## src/rtl/booth_pkg.sv

```systemverilog
// Shared types and helpers for the radix-4 Booth multiplier:
// FSM states, recode encodings and operand extension.
package booth_pkg;

  typedef enum logic [1:0] {
    IDLE = 2'd0,
    RUN  = 2'd1,
    FIN  = 2'd2
  } state_t;

  typedef enum logic [2:0] {
    REC_ZERO = 3'd0,
    REC_P1   = 3'd1,
    REC_P2   = 3'd2,
    REC_M1   = 3'd3,
    REC_M2   = 3'd4
  } rec_t;

  localparam int MAX_EXT = 64;

  // Extends the low w bits of value to MAX_EXT bits, sign or zero per sgn.
  function automatic logic [MAX_EXT-1:0] width_ext(input logic [MAX_EXT-1:0] value,
                                                    input int unsigned w,
                                                    input logic sgn);
    logic [MAX_EXT-1:0] mask;
    logic               top;
    mask = {MAX_EXT{1'b1}} << w;
    top  = |(value & (64'd1 << (w - 1)));
    if (sgn && top) width_ext = value | mask;
    else            width_ext = value & ~mask;
  endfunction

endpackage

```

## src/rtl/booth_mult_r4_if.sv

```systemverilog
// Start/busy/done request bus of the Booth multiplier.
interface booth_mult_r4_if #(parameter int WIDTH = 8);
  logic                 start;
  logic [WIDTH-1:0]     multiplicand;
  logic [WIDTH-1:0]     multiplier;
  logic                 signed_mode;
  logic                 busy;
  logic                 done;
  logic [2*WIDTH-1:0]   prod;

  modport master (output start, multiplicand, multiplier, signed_mode,
                  input  busy, done, prod);
  modport slave  (input  start, multiplicand, multiplier, signed_mode,
                  output busy, done, prod);
endinterface

```

## src/rtl/booth_r4_pp_sel.sv

```systemverilog
// Radix-4 Booth partial-product selector: maps {Q1,Q0,Q_1} to an addend
// and carry-in so that negative multiples are formed as ~x + 1.
module booth_r4_pp_sel
  import booth_pkg::*;
#(
  parameter int NX = 12
) (
  input  logic [2:0]    i_triplet,
  input  logic [NX-1:0] i_mx,
  output logic [NX-1:0] o_addend,
  output logic          o_cin
);

  rec_t w_rec;

  always_comb begin
    w_rec = REC_ZERO;
    case (i_triplet)
      3'b001, 3'b010: w_rec = REC_P1;
      3'b011:         w_rec = REC_P2;
      3'b100:         w_rec = REC_M2;
      3'b101, 3'b110: w_rec = REC_M1;
      default:        w_rec = REC_ZERO;
    endcase
  end

  always_comb begin
    o_addend = '0;
    o_cin    = 1'b0;
    case (w_rec)
      REC_P1: o_addend = i_mx;
      REC_P2: o_addend = {i_mx[NX-2:0], 1'b0};
      REC_M1: begin
        o_addend = ~i_mx;
        o_cin    = 1'b1;
      end
      REC_M2: begin
        o_addend = ~{i_mx[NX-2:0], 1'b0};
        o_cin    = 1'b1;
      end
      default: o_addend = '0;
    endcase
  end

endmodule

```

## src/rtl/booth_mult_r4.sv

```systemverilog
// Sequential radix-4 Booth multiplier, WIDTH x WIDTH -> 2*WIDTH, signed or
// unsigned per operation, ITER cycles of iteration followed by a done strobe.
module booth_mult_r4
  import booth_pkg::*;
#(
  parameter int WIDTH = 8
) (
  input logic             clk,
  input logic             rst,
  booth_mult_r4_if.slave  bus
);

  // Operands are widened by two bits so unsigned values stay positive.
  localparam int N    = WIDTH + 2;
  localparam int NX   = N + 2;
  localparam int ITER = N / 2;
  localparam int CW   = $clog2(ITER + 1);
  localparam int PW   = 2 * WIDTH;

  state_t          r_state, w_state_next;
  logic [NX-1:0]   r_acc, r_mx;
  logic [N-1:0]    r_q;
  logic            r_q1;
  logic [CW-1:0]   r_cnt;
  logic [PW-1:0]   r_prod;

  logic            w_accept, w_last, w_busy, w_done, w_cin;
  logic [NX-1:0]   w_addend, w_sum, w_acc_next;
  logic [NX+N:0]   w_shift;
  logic [N-1:0]    w_q_next;
  logic            w_q1_next;

  assign w_accept = bus.start && (r_state != RUN);
  assign w_last   = (r_cnt == CW'(ITER - 1));

  always_comb begin
    w_state_next = r_state;
    w_busy       = 1'b0;
    w_done       = 1'b0;
    case (r_state)
      IDLE: if (bus.start) w_state_next = RUN;
      RUN: begin
        w_busy = 1'b1;
        if (w_last) w_state_next = FIN;
      end
      FIN: begin
        w_done       = 1'b1;
        w_state_next = bus.start ? RUN : IDLE;
      end
      default: w_state_next = IDLE;
    endcase
  end

  booth_r4_pp_sel #(.NX(NX)) u_pp_sel (
    .i_triplet ({r_q[1:0], r_q1}),
    .i_mx      (r_mx),
    .o_addend  (w_addend),
    .o_cin     (w_cin)
  );

  assign w_sum      = r_acc + w_addend + NX'(w_cin);
  assign w_shift    = $signed({w_sum, r_q, r_q1}) >>> 2;
  assign w_acc_next = w_shift[NX+N:N+1];
  assign w_q_next   = w_shift[N:1];
  assign w_q1_next  = w_shift[0];

  always_ff @(posedge clk) begin
    if (rst) begin
      r_state <= IDLE;
      r_acc   <= '0;
      r_mx    <= '0;
      r_q     <= '0;
      r_q1    <= 1'b0;
      r_cnt   <= '0;
      r_prod  <= '0;
    end else begin
      r_state <= w_state_next;
      if (w_accept) begin
        r_mx  <= NX'(width_ext(MAX_EXT'(bus.multiplicand), WIDTH, bus.signed_mode));
        r_q   <= N'(width_ext(MAX_EXT'(bus.multiplier), WIDTH, bus.signed_mode));
        r_acc <= '0;
        r_q1  <= 1'b0;
        r_cnt <= '0;
      end else if (r_state == RUN) begin
        r_acc <= w_acc_next;
        r_q   <= w_q_next;
        r_q1  <= w_q1_next;
        r_cnt <= r_cnt + 1'b1;
        if (w_last) r_prod <= PW'({w_acc_next[N-1:0], w_q_next});
      end
    end
  end

  assign bus.busy = w_busy;
  assign bus.done = w_done;
  assign bus.prod = r_prod;

endmodule

```

## src/flat_wrapper.sv

```systemverilog
// flat-port wrapper written by rule: the top's interface ports become plain ports
module booth_mult_r4_flat import booth_pkg::*;
#(
  parameter int WIDTH = 8
)
  (clk, rst, bus_start, bus_multiplicand, bus_multiplier, bus_signed_mode, bus_busy, bus_done, bus_prod);
  booth_mult_r4_if #(.WIDTH(WIDTH)) bus_i ();
  input logic clk;
  input logic rst;
  input wire logic [$bits(bus_i.start)-1:0] bus_start;
  input wire logic [$bits(bus_i.multiplicand)-1:0] bus_multiplicand;
  input wire logic [$bits(bus_i.multiplier)-1:0] bus_multiplier;
  input wire logic [$bits(bus_i.signed_mode)-1:0] bus_signed_mode;
  output wire logic [$bits(bus_i.busy)-1:0] bus_busy;
  output wire logic [$bits(bus_i.done)-1:0] bus_done;
  output wire logic [$bits(bus_i.prod)-1:0] bus_prod;
  assign bus_i.start = bus_start;
  assign bus_i.multiplicand = bus_multiplicand;
  assign bus_i.multiplier = bus_multiplier;
  assign bus_i.signed_mode = bus_signed_mode;
  assign bus_busy = bus_i.busy;
  assign bus_done = bus_i.done;
  assign bus_prod = bus_i.prod;
  booth_mult_r4 #(.WIDTH(WIDTH)) u_core (.clk(clk), .rst(rst), .bus(bus_i));
endmodule
```

## config.mk

```make
export PLATFORM = sky130hd
export DESIGN_NAME = booth_mult_r4_flat
export DESIGN_NICKNAME = d
export VERILOG_FILES = /design/src/rtl/booth_pkg.sv /design/src/rtl/booth_mult_r4_if.sv /design/src/rtl/booth_r4_pp_sel.sv /design/src/rtl/booth_mult_r4.sv /design/src/flat_wrapper.sv
export SDC_FILE = /design/constraint.sdc
export NUM_CORES = 1
export LEC_CHECK = 0
export BUFFER_PORTS_ARGS = -buffer_cell sky130_fd_sc_hd__buf_2
export CORE_ASPECT_RATIO = 0.9
export CORE_MARGIN = 1.5
export CORE_UTILIZATION = 25
export DETAILED_ROUTE_END_ITERATION = 16
export PLACE_DENSITY = 0.46
export SLEW_MARGIN = 20
export SYNTH_ARGS = -nofsm -noshare
export SYNTH_HDL_FRONTEND = slang
export SYNTH_SLANG_ARGS = --single-unit
```

## constraint.sdc

```tcl
create_clock -name clk -period 5.3 [get_ports clk]
set_input_delay 0 -clock clk [delete_from_list [all_inputs] [get_ports clk]]
set_output_delay 0 -clock clk [all_outputs]
set_load 0.01 [all_outputs]
```

==> reports/results.ini, run 1 <==
[setup_path]
r2r_slack_ps = 2240
crit_slowest_cell = sky130_fd_sc_hd__dfxtp_1
critical_path_peak_fanout = 15
crit_start = u_core.r_q[1]
startpoint_type = flop
criticalPathCategory = reg -> reg
timing.critical_path.cells = or3b_2, o21ai_0, ha_1, a211o_1, nor3_2, a21oi_1, a2111oi_2, nor3_1, nor3_1
crit_top_cell = sky130_fd_sc_hd__nor3_1
critical-path-max-stage-delay_ps = 710
timing.critical_path.required_ps = 5510
critical_path.reg2reg.startpoint = u_core.r_q[1]
data_arrival_at_the_endpoint_of_the_critical_path_ps = 3260
rr_endpoint = u_core.r_acc[8]
end_kind = flop
worst_r2r_path_depth = 9

[yosys]
ys_dominant_reg_cell = sky130_fd_sc_hd__dfxtp_1
synth_cell_type_count = 39
synth_top_family_by_area = compound AO/OA/AOI/OAI gates
synth.largest_area_cell = sky130_fd_sc_hd__dfxtp_1
synthesis.area_per_instance_um2 = 8.187
syn_inst = 311
synth-xor-area-share = 0.06880
synth_async_sr_flop_share = 0
synth.mux.area_fraction = 0.03145
synth_top_area_frac = 0.4010
netlist_top_cells_area = sky130_fd_sc_hd__dfxtp_1, sky130_fd_sc_hd__nand2_1, sky130_fd_sc_hd__a21oi_1, sky130_fd_sc_hd__ha_1, sky130_fd_sc_hd__xor2_1
synth.ff_latch_count = 51
synth.cell_area_mm2 = 0.002546
number_of_enable_flip_flop_cells_after_synthesis = 0
seq_area_frac_synth = 0.4010
synth_fa_ha_area_frac = 0.06978
yosys_warnings = 0
synth-simple-area-share = 0.1872
synth_fp_nets = 344
synth_compound_area_frac = 0.2034

[layout]
drive_above_1_share = 0.1499
finish.net_count = 379
number_of_diodes_added_for_antenna_fixing = 0
final_design_area_no_fill_mm2 = 0.003057
nFillCells = 1078
area_delta_synth_final_pct = 20.05

[cts]
numClockSinks = 51
clock_path_buffers = 2
clkSlewWorstSetupHoldPaths_ps = 70
cts_made_buffers = 5
htreeDepth = 2
cts_tree = built
clock_latency_ps = 290
ctsRootBufferMaster = sky130_fd_sc_hd__clkbuf_16

[detailed_routing]
route.antenna.remaining_nets = 0
num_vias = 2205
routed_via_density = 4.662
detail_route.drc_violations = 0
totalWireLength_mm = 6.202
detail_route.iter0.violations = 76
drt_pre_antenna_iters = 5
wl_per_cell_um = 13.11

[die]
dieArea_mm2 = 0.01080
io_pins = 38
starting_density_of_the_core = 0.2602
core-area_mm2 = 0.009784
std_cell_rows = 34
fp.dieH_um = 98.74
die_w_um = 109.4

[timing]
period_needed_ps = 3055
max_slew_violation_count = 0
setup_clock_skew_after_layout_ps = 4.637
finalCritPeriodShare = 0.5765
hold_violations = 0
fmaxAchievable_ghz = 0.3273
hold_ws_ps = 12.50
setup_viol = 0
finalSetupTns_ps = 0
grt_setup_unrepaired = false
worst_pin_slew_ps = 684.1
slew-limit-headroom = 0.5434

[grt]
grt_antenna_before_repair = 0
gr-usage-all-layers = 0.1229
grt_pass1_wl_mm = 10.43
largest_net_degree_at_the_start_of_global_routing = 43
grt_pass1_vias = 2065
globalRoute.totalOverflow = 0

[power_and_ir_drop]
power_switching_mw = 0.2498
power.density_mw_per_mm2 = 289.8
power.ir.vdd_worst_v = 0.0001283
share_seq_of_total_power = 0.474
combinational_share_of_power = 0.166
sw_frac_of_total = 0.2820
power.share.clock = 0.360
static-leakage-power_nw = 1.278
internal_cell_power_mw = 0.6360

[hold_path]
hold_start = bus_signed_mode
hp-class = in -> reg
worst_hold_path.num_cells = 3
worst_hold_path_ep = u_core.r_mx[10]

[placement]
post-dp-hpwl_mm = 4.373
finalWeightedCongestion = 0.8394
buffer_ports.inserted = 37
place_area_mm2 = 0.002829

[outcome]
status = finished, final reports clean

[job]
maxCapViolations = 0

[sequential cells by signal, summed over array words and instances, names as in the netlist]
register,count
u_core.r_mx,9
u_core.bus.prod,16
u_core.r_acc,10
u_core.r_q1,1
u_core.r_state,2
u_core.r_q,10
u_core.r_cnt,3
[worst max-delay path by stage]
stage | end | slack [ps] | cells past startpoint
floorplan | u_core.r_acc[7] | 2590 | 11
global placement | u_core.r_acc[7] | 2340 | 8
detailed placement | u_core.r_acc[8] | 2270 | 9
CTS | u_core.r_acc[8] | 2250 | 9
global route | u_core.r_acc[8] | 2000 | 9
finish | u_core.r_acc[8] | 2240 | 9
[area by class of cell]
cell class / count / area (µm²) / share of cell area
multi-input cells: 235 / 1430 / 0.4679
flip-flops and latches: 51 / 1021 / 0.3340
repair buffers: 47 / 280.3 / 0.09169
well taps: 126 / 157.7 / 0.05158
clock buffers: 5 / 125.1 / 0.04093
inverters: 6 / 22.52 / 0.007368
clock inverters: 3 / 20.02 / 0.006549
[cell usage after synthesis (2+ instances only)]
cell and instances:
sky130_fd_sc_hd__nand3b_1 2, sky130_fd_sc_hd__xor2_1 14, sky130_fd_sc_hd__o21ai_0 13, sky130_fd_sc_hd__xnor2_1 6, sky130_fd_sc_hd__buf_1 5, sky130_fd_sc_hd__mux2i_1 8, sky130_fd_sc_hd__inv_1 5, sky130_fd_sc_hd__clkbuf_1 11
sky130_fd_sc_hd__fa_1 2, sky130_fd_sc_hd__ha_1 11, sky130_fd_sc_hd__buf_2 3, sky130_fd_sc_hd__a22oi_1 7, sky130_fd_sc_hd__o22ai_1 3, sky130_fd_sc_hd__nand3_1 4, sky130_fd_sc_hd__a21oi_1 35, sky130_fd_sc_hd__nor2_1 28
sky130_fd_sc_hd__nand2_1 58, sky130_fd_sc_hd__nor2b_1 4, sky130_fd_sc_hd__a21o_1 2, sky130_fd_sc_hd__nand2b_1 6, sky130_fd_sc_hd__nor3_1 3, sky130_fd_sc_hd__a211oi_1 13, sky130_fd_sc_hd__dfxtp_1 51, sky130_fd_sc_hd__o31ai_1 2
[power by group through the flow]
stage          Clock [mW]  Combinational [mW]  Sequential [mW]
2_1_floorplan           0               0.111            0.420
3_3_place_gp            0               0.143            0.428
3_5_place_dp            0               0.143            0.428
4_1_cts             0.330               0.148            0.419
5_1_grt             0.344               0.167            0.422
6_report            0.319               0.147            0.420
[cell families after synthesis]
family                   count (synthesis)
flip-flops                              51
AND/OR/NAND/NOR                        110
adder cells (fa/ha/maj)                 13
AO/OA/AOI/OAI                           84
XOR/XNOR                                20
multiplexers                             8
buffers and inverters                   25
[critical path: cells and delay by family (launching register included)]
| family | cells | cell delay, ps |
|---|---|---|
| AO/OA/AOI/OAI | 4 | 1040 |
| adder cells (fa/ha/maj) | 1 | 310 |
| flip-flops | 1 | 710 |
| AND/OR/NAND/NOR | 4 | 920 |
[repair_timing]
action	in CTS	in global routing
setup endpoints to repair	0	0
hold endpoints to repair	9	0
buffers inserted	0	0
hold buffers	8	0
resized for setup	0	0
[per-layer routing]
layer | global-route usage | wire length, µm | vias up
li1 | - | - | 1138
met1 | 0.1869 | 3292 | 1003
met2 | 0.1725 | 2541 | 60
met3 | 0.02646 | 327 | 4
met4 | 0.03297 | 41 | 0
met5 | 0 | 0 | -
[through the flow]
step           utilization  instances  power, mW  worst slack [ps]
6_report            0.3124        473     0.8858              2245
5_1_grt             0.3124        473     0.9337              1998
4_1_cts             0.3121        473     0.8981              2249
3_5_place_dp        0.2891        457     0.5717              2268
3_3_place_gp        0.2891        457     0.5714              2343
2_1_floorplan            -        311     0.5307              2591
[cells in the final DEF, fill, tap and decap left out, types with 2 or more instances in the layout]
master                           n
sky130_fd_sc_hd__mux2i_1         8
sky130_fd_sc_hd__nand3b_1        2
sky130_fd_sc_hd__a211oi_1       13
sky130_fd_sc_hd__clkinvlp_4      2
sky130_fd_sc_hd__xor2_1         14
sky130_fd_sc_hd__nor2_1         27
sky130_fd_sc_hd__a21o_1          2
sky130_fd_sc_hd__ha_1           11
sky130_fd_sc_hd__clkbuf_16       5
sky130_fd_sc_hd__nand2_1        58
sky130_fd_sc_hd__fa_1            2
sky130_fd_sc_hd__nand3_1         4
sky130_fd_sc_hd__a21oi_1        35
sky130_fd_sc_hd__inv_1           5
sky130_fd_sc_hd__buf_4           2
sky130_fd_sc_hd__nor2b_1         4
sky130_fd_sc_hd__dfxtp_1        51
sky130_fd_sc_hd__o22ai_1         3
sky130_fd_sc_hd__o31ai_1         2
sky130_fd_sc_hd__o21ai_0        13
sky130_fd_sc_hd__xnor2_1         6
sky130_fd_sc_hd__buf_2          37
sky130_fd_sc_hd__a22oi_1         7
sky130_fd_sc_hd__dlygate4sd3_1   8
sky130_fd_sc_hd__nor3_1          3
sky130_fd_sc_hd__nand2b_1        6
No activity file was read; power rests on OpenSTA's default activity.
==> run 2, diff against run 1 <==
Settings changed: ABC_AREA set to 1, PLACE_DENSITY 0.46 to 0.48.
Clock period 5.3 ns to 2.75 ns, I/O delays scaled along.
==> reports/results.ini, run 2 <==
[timing]
slew-limit-headroom = 0.5549  ; +0.01150
fmaxAchievable_ghz = 0.4060  ; +24%
period_needed_ps = 2463  ; -592.4 ps
grt_setup_unrepaired = false
setup_clock_skew_after_layout_ps = 4.380  ; -0.2575 ps
finalSetupTns_ps = 0  ; unchanged
hold_violations = 0  ; unchanged
worst_pin_slew_ps = 666.9  ; -17.25 ps
setup_viol = 0  ; unchanged
finalCritPeriodShare = 0.8956  ; +0.3191
max_slew_violation_count = 0  ; unchanged

[setup_path]
largest_delay_contributor_family_on_the_critical_path = simple AND/OR/NAND/NOR gates
worst_r2r_path_depth = 16  ; +7
timing.critical_path.required_ps = 2950  ; -2560 ps
r2r_slack_ps = 290  ; -1960 ps
startpoint_type = flop
end_kind = flop
data_arrival_at_the_endpoint_of_the_critical_path_ps = 2660  ; -600 ps
timing.critical_path.cells = inv_1, nand2_1, a21boi_1, inv_2, o21ai_1, a21oi_1, fa_1, inv_1, fa_2, nand3_1, nand3_2, nand4_1, nand3_1, nand3_1, nand2_1, inv_1
critical-path-max-stage-delay_ps = 370  ; -340 ps
cp.depth = 16  ; +7
rr_endpoint = u_core.r_acc[6]
critical_path.reg2reg.startpoint = u_core.r_q[0]
crit_slowest_cell = sky130_fd_sc_hd__fa_1
critical_path_peak_fanout = 9  ; -6
criticalPathCategory = reg -> reg
cp.buffers_inverters = 4  ; +4

[power_and_ir_drop]
internal_cell_power_mw = 1.299  ; +100%
static-leakage-power_nw = 1.635  ; +28%
share_seq_of_total_power = 0.444  ; -0.030
power.ir.vdd_worst_v = 0.0002226  ; +73%
combinational_share_of_power = 0.154  ; -0.012
sw_frac_of_total = 0.2764  ; -0.005642
power.share.clock = 0.402  ; +0.042
power.density_mw_per_mm2 = 525.0  ; +81%
power_switching_mw = 0.4959  ; +99%

[cts]
clock_latency_ps = 290  ; about the same
cts_tree = built
clkSlewWorstSetupHoldPaths_ps = 70  ; about the same
clock_path_buffers = 2  ; unchanged
ctsRootBufferMaster = sky130_fd_sc_hd__clkbuf_16
numClockSinks = 51  ; unchanged
htreeDepth = 2  ; unchanged
cts_made_buffers = 5  ; unchanged

[die]
die_w_um = 115.1  ; +5.2%
std_cell_rows = 36  ; +5.9%
io_pins = 38  ; unchanged
dieArea_mm2 = 0.01195  ; +11%
starting_density_of_the_core = 0.2592  ; -0.001047
core-area_mm2 = 0.01090  ; +11%
fp.dieH_um = 103.9  ; +5.2%

[grt]
globalRoute.totalOverflow = 0  ; unchanged
grt_antenna_before_repair = 0  ; unchanged
grt_pass1_wl_mm = 12.36  ; +19%
globalRouteMet2Util = 0.1760  ; +0.003541
use_met1 = 0.1931  ; +0.006155
top_usage_layer = met1
grt_use_met3 = 0.03497  ; +0.008510
largest_net_degree_at_the_start_of_global_routing = 31  ; -28%
grt_pass1_vias = 2537  ; +23%
gr-usage-all-layers = 0.1288  ; +0.005959

[detailed_routing]
detail_route.iter0.violations = 131  ; +72%
routed_via_density = 4.451  ; -4.5%
route.antenna.remaining_nets = 0  ; unchanged
detail_route.drc_violations = 0  ; unchanged
num_vias = 2644  ; +20%
drt_pre_antenna_iters = 4  ; -1
totalWireLength_mm = 7.316  ; +18%
wl_per_cell_um = 12.32  ; -6.1%

[yosys]
number_of_enable_flip_flop_cells_after_synthesis = 0  ; unchanged
most_numerous_cell_types_in_the_synthesized_netlist = sky130_fd_sc_hd__nand2_1, sky130_fd_sc_hd__inv_1, sky130_fd_sc_hd__nor2_1
synth_cell_type_count = 33  ; -15%
ys_dominant_reg_cell = sky130_fd_sc_hd__dfxtp_1
seq_area_frac_synth = 0.3614  ; -0.03960
yosys_warnings = 0  ; unchanged
synth.cell_area_mm2 = 0.002825  ; +11%
synthesis.area_per_instance_um2 = 7.081  ; -14%
synth.largest_area_cell = sky130_fd_sc_hd__dfxtp_1
synth_fp_nets = 432  ; +26%
synth_top_area_frac = 0.3614  ; -0.03960
synth.ff_latch_count = 51  ; unchanged
post-synth-top-count-cell = sky130_fd_sc_hd__nand2_1
netlist_top_cells_area = sky130_fd_sc_hd__dfxtp_1, sky130_fd_sc_hd__nand2_1, sky130_fd_sc_hd__inv_1, sky130_fd_sc_hd__nor2_1, sky130_fd_sc_hd__nand3_1
synth_async_sr_flop_share = 0  ; unchanged
syn_inst = 399  ; +28%

[layout]
largest_register_ffs = 16  ; unchanged
area_delta_synth_final_pct = 20.99
leading_cell_type_in_the_layout_fill_and_taps_excluded = sky130_fd_sc_hd__nand2_1
drive_above_1_share = 0.1674  ; +0.01756
finish.net_count = 474  ; +25%
post-route-util = 0.3136  ; +0.001186
multi_input_area_mm2 = 0.001491  ; +4.3%
final_cell_mix = sky130_fd_sc_hd__nand2_1, sky130_fd_sc_hd__inv_1, sky130_fd_sc_hd__nor2_1
layout.area.seq_mm2 = 0.001022  ; +0.12%
fin_cells = 594  ; +26%
number_of_diodes_added_for_antenna_fixing = 0  ; unchanged
nFillCells = 1213  ; +13%

[outcome]
status = finished, final reports clean

[hold_path]
hp-class = in -> reg
worst_hold_path.num_cells = 5  ; +2
hold_start = bus_multiplier[4]
worst_hold_path_ep = u_core.r_q[4]

[placement]
finalWeightedCongestion = 0.8673  ; +3.3%
post-dp-hpwl_mm = 5.425  ; +24%
numPlacedInstances = 577  ; +26%
buffer_ports.inserted = 37  ; unchanged

[job]
maxCapViolations = 0  ; unchanged

run 2: final cells by class:
class | count | share of cell area
timing repair buffer | 49 | 0.08712
multi-input combinational | 268 | 0.4363
tap | 152 | 0.05564
inverter | 66 | 0.07247
clock inverter | 3 | 0.01281
sequential | 51 | 0.2990
clock buffer | 5 | 0.03660
run 2: metrics by stage:
stage | power, mW | setup WS [ps] | hold slack, ps | cell area, µm²
finish | 1.795 | 287.1 | 4.615 | 3418
global route | 1.888 | 18.70 | 27.48 | 3418
CTS | 1.815 | 194.0 | 3.120 | 3397
detailed placement | 1.078 | 199.7 | 262.7 | 3138
global placement | 1.079 | 295.7 | 257.0 | 3138
floorplan | 1.006 | 506.0 | 144.9 | 2825
run 2: worst max path at each step:
stage                  start  slack, ps         endpoint
2_1_floorplan  u_core.r_q[1]        510  u_core.r_acc[6]
3_3_place_gp   u_core.r_q[1]        300  u_core.r_acc[6]
3_5_place_dp   u_core.r_q[0]        200  u_core.r_acc[6]
4_1_cts        u_core.r_q[0]        190  u_core.r_acc[6]
5_1_grt        u_core.r_q[0]         20    u_core.r_q[9]
6_report       u_core.r_q[0]        290  u_core.r_acc[6]
run 2: logic make-up after synthesis:
logic type / synth area share
AND/OR/NAND/NOR: 0.2622
buffers and inverters: 0.1178
AO/OA/AOI/OAI: 0.1833
adder cells (fa/ha/maj): 0.06289
XOR/XNOR: 0.01240
flip-flops: 0.3614
run 2: per-layer routing:
layer | vias up | wire length [µm] | part of all wire
li1 | 1380 | - | -
met1 | 1193 | 3966 | 0.54
met2 | 55 | 2868 | 0.39
met3 | 16 | 336 | 0.046
met4 | 0 | 146 | 0.020
met5 | - | 0 | 0
run 2: worst reg2reg max path: cells and delay by family, from the launching register on:
| kind | cells | cell delay [ps] |
|---|---|---|
| compound gates | 3 | 380 |
| flops | 1 | 330 |
| buf+inv | 4 | 380 |
| simple gates | 7 | 690 |
| fa+ha+maj | 2 | 610 |
run 2: power by group through the flow:
| stage | sequential [mW] | clock, mW | combinational [mW] |
|---|---|---|---|
| CTS | 0.796 | 0.743 | 0.276 |
| finish | 0.798 | 0.721 | 0.276 |
| global route | 0.803 | 0.769 | 0.316 |
| detailed placement | 0.814 | 0 | 0.264 |
| global placement | 0.813 | 0 | 0.266 |
| floorplan | 0.805 | 0 | 0.201 |
run 2: timing repair:
action,in CTS,in global routing
setup buffers,0,0
endpoints found under the setup margin,0,6
endpoints found under the hold margin,9,0
hold buffers,9,0
resized for setup,0,7
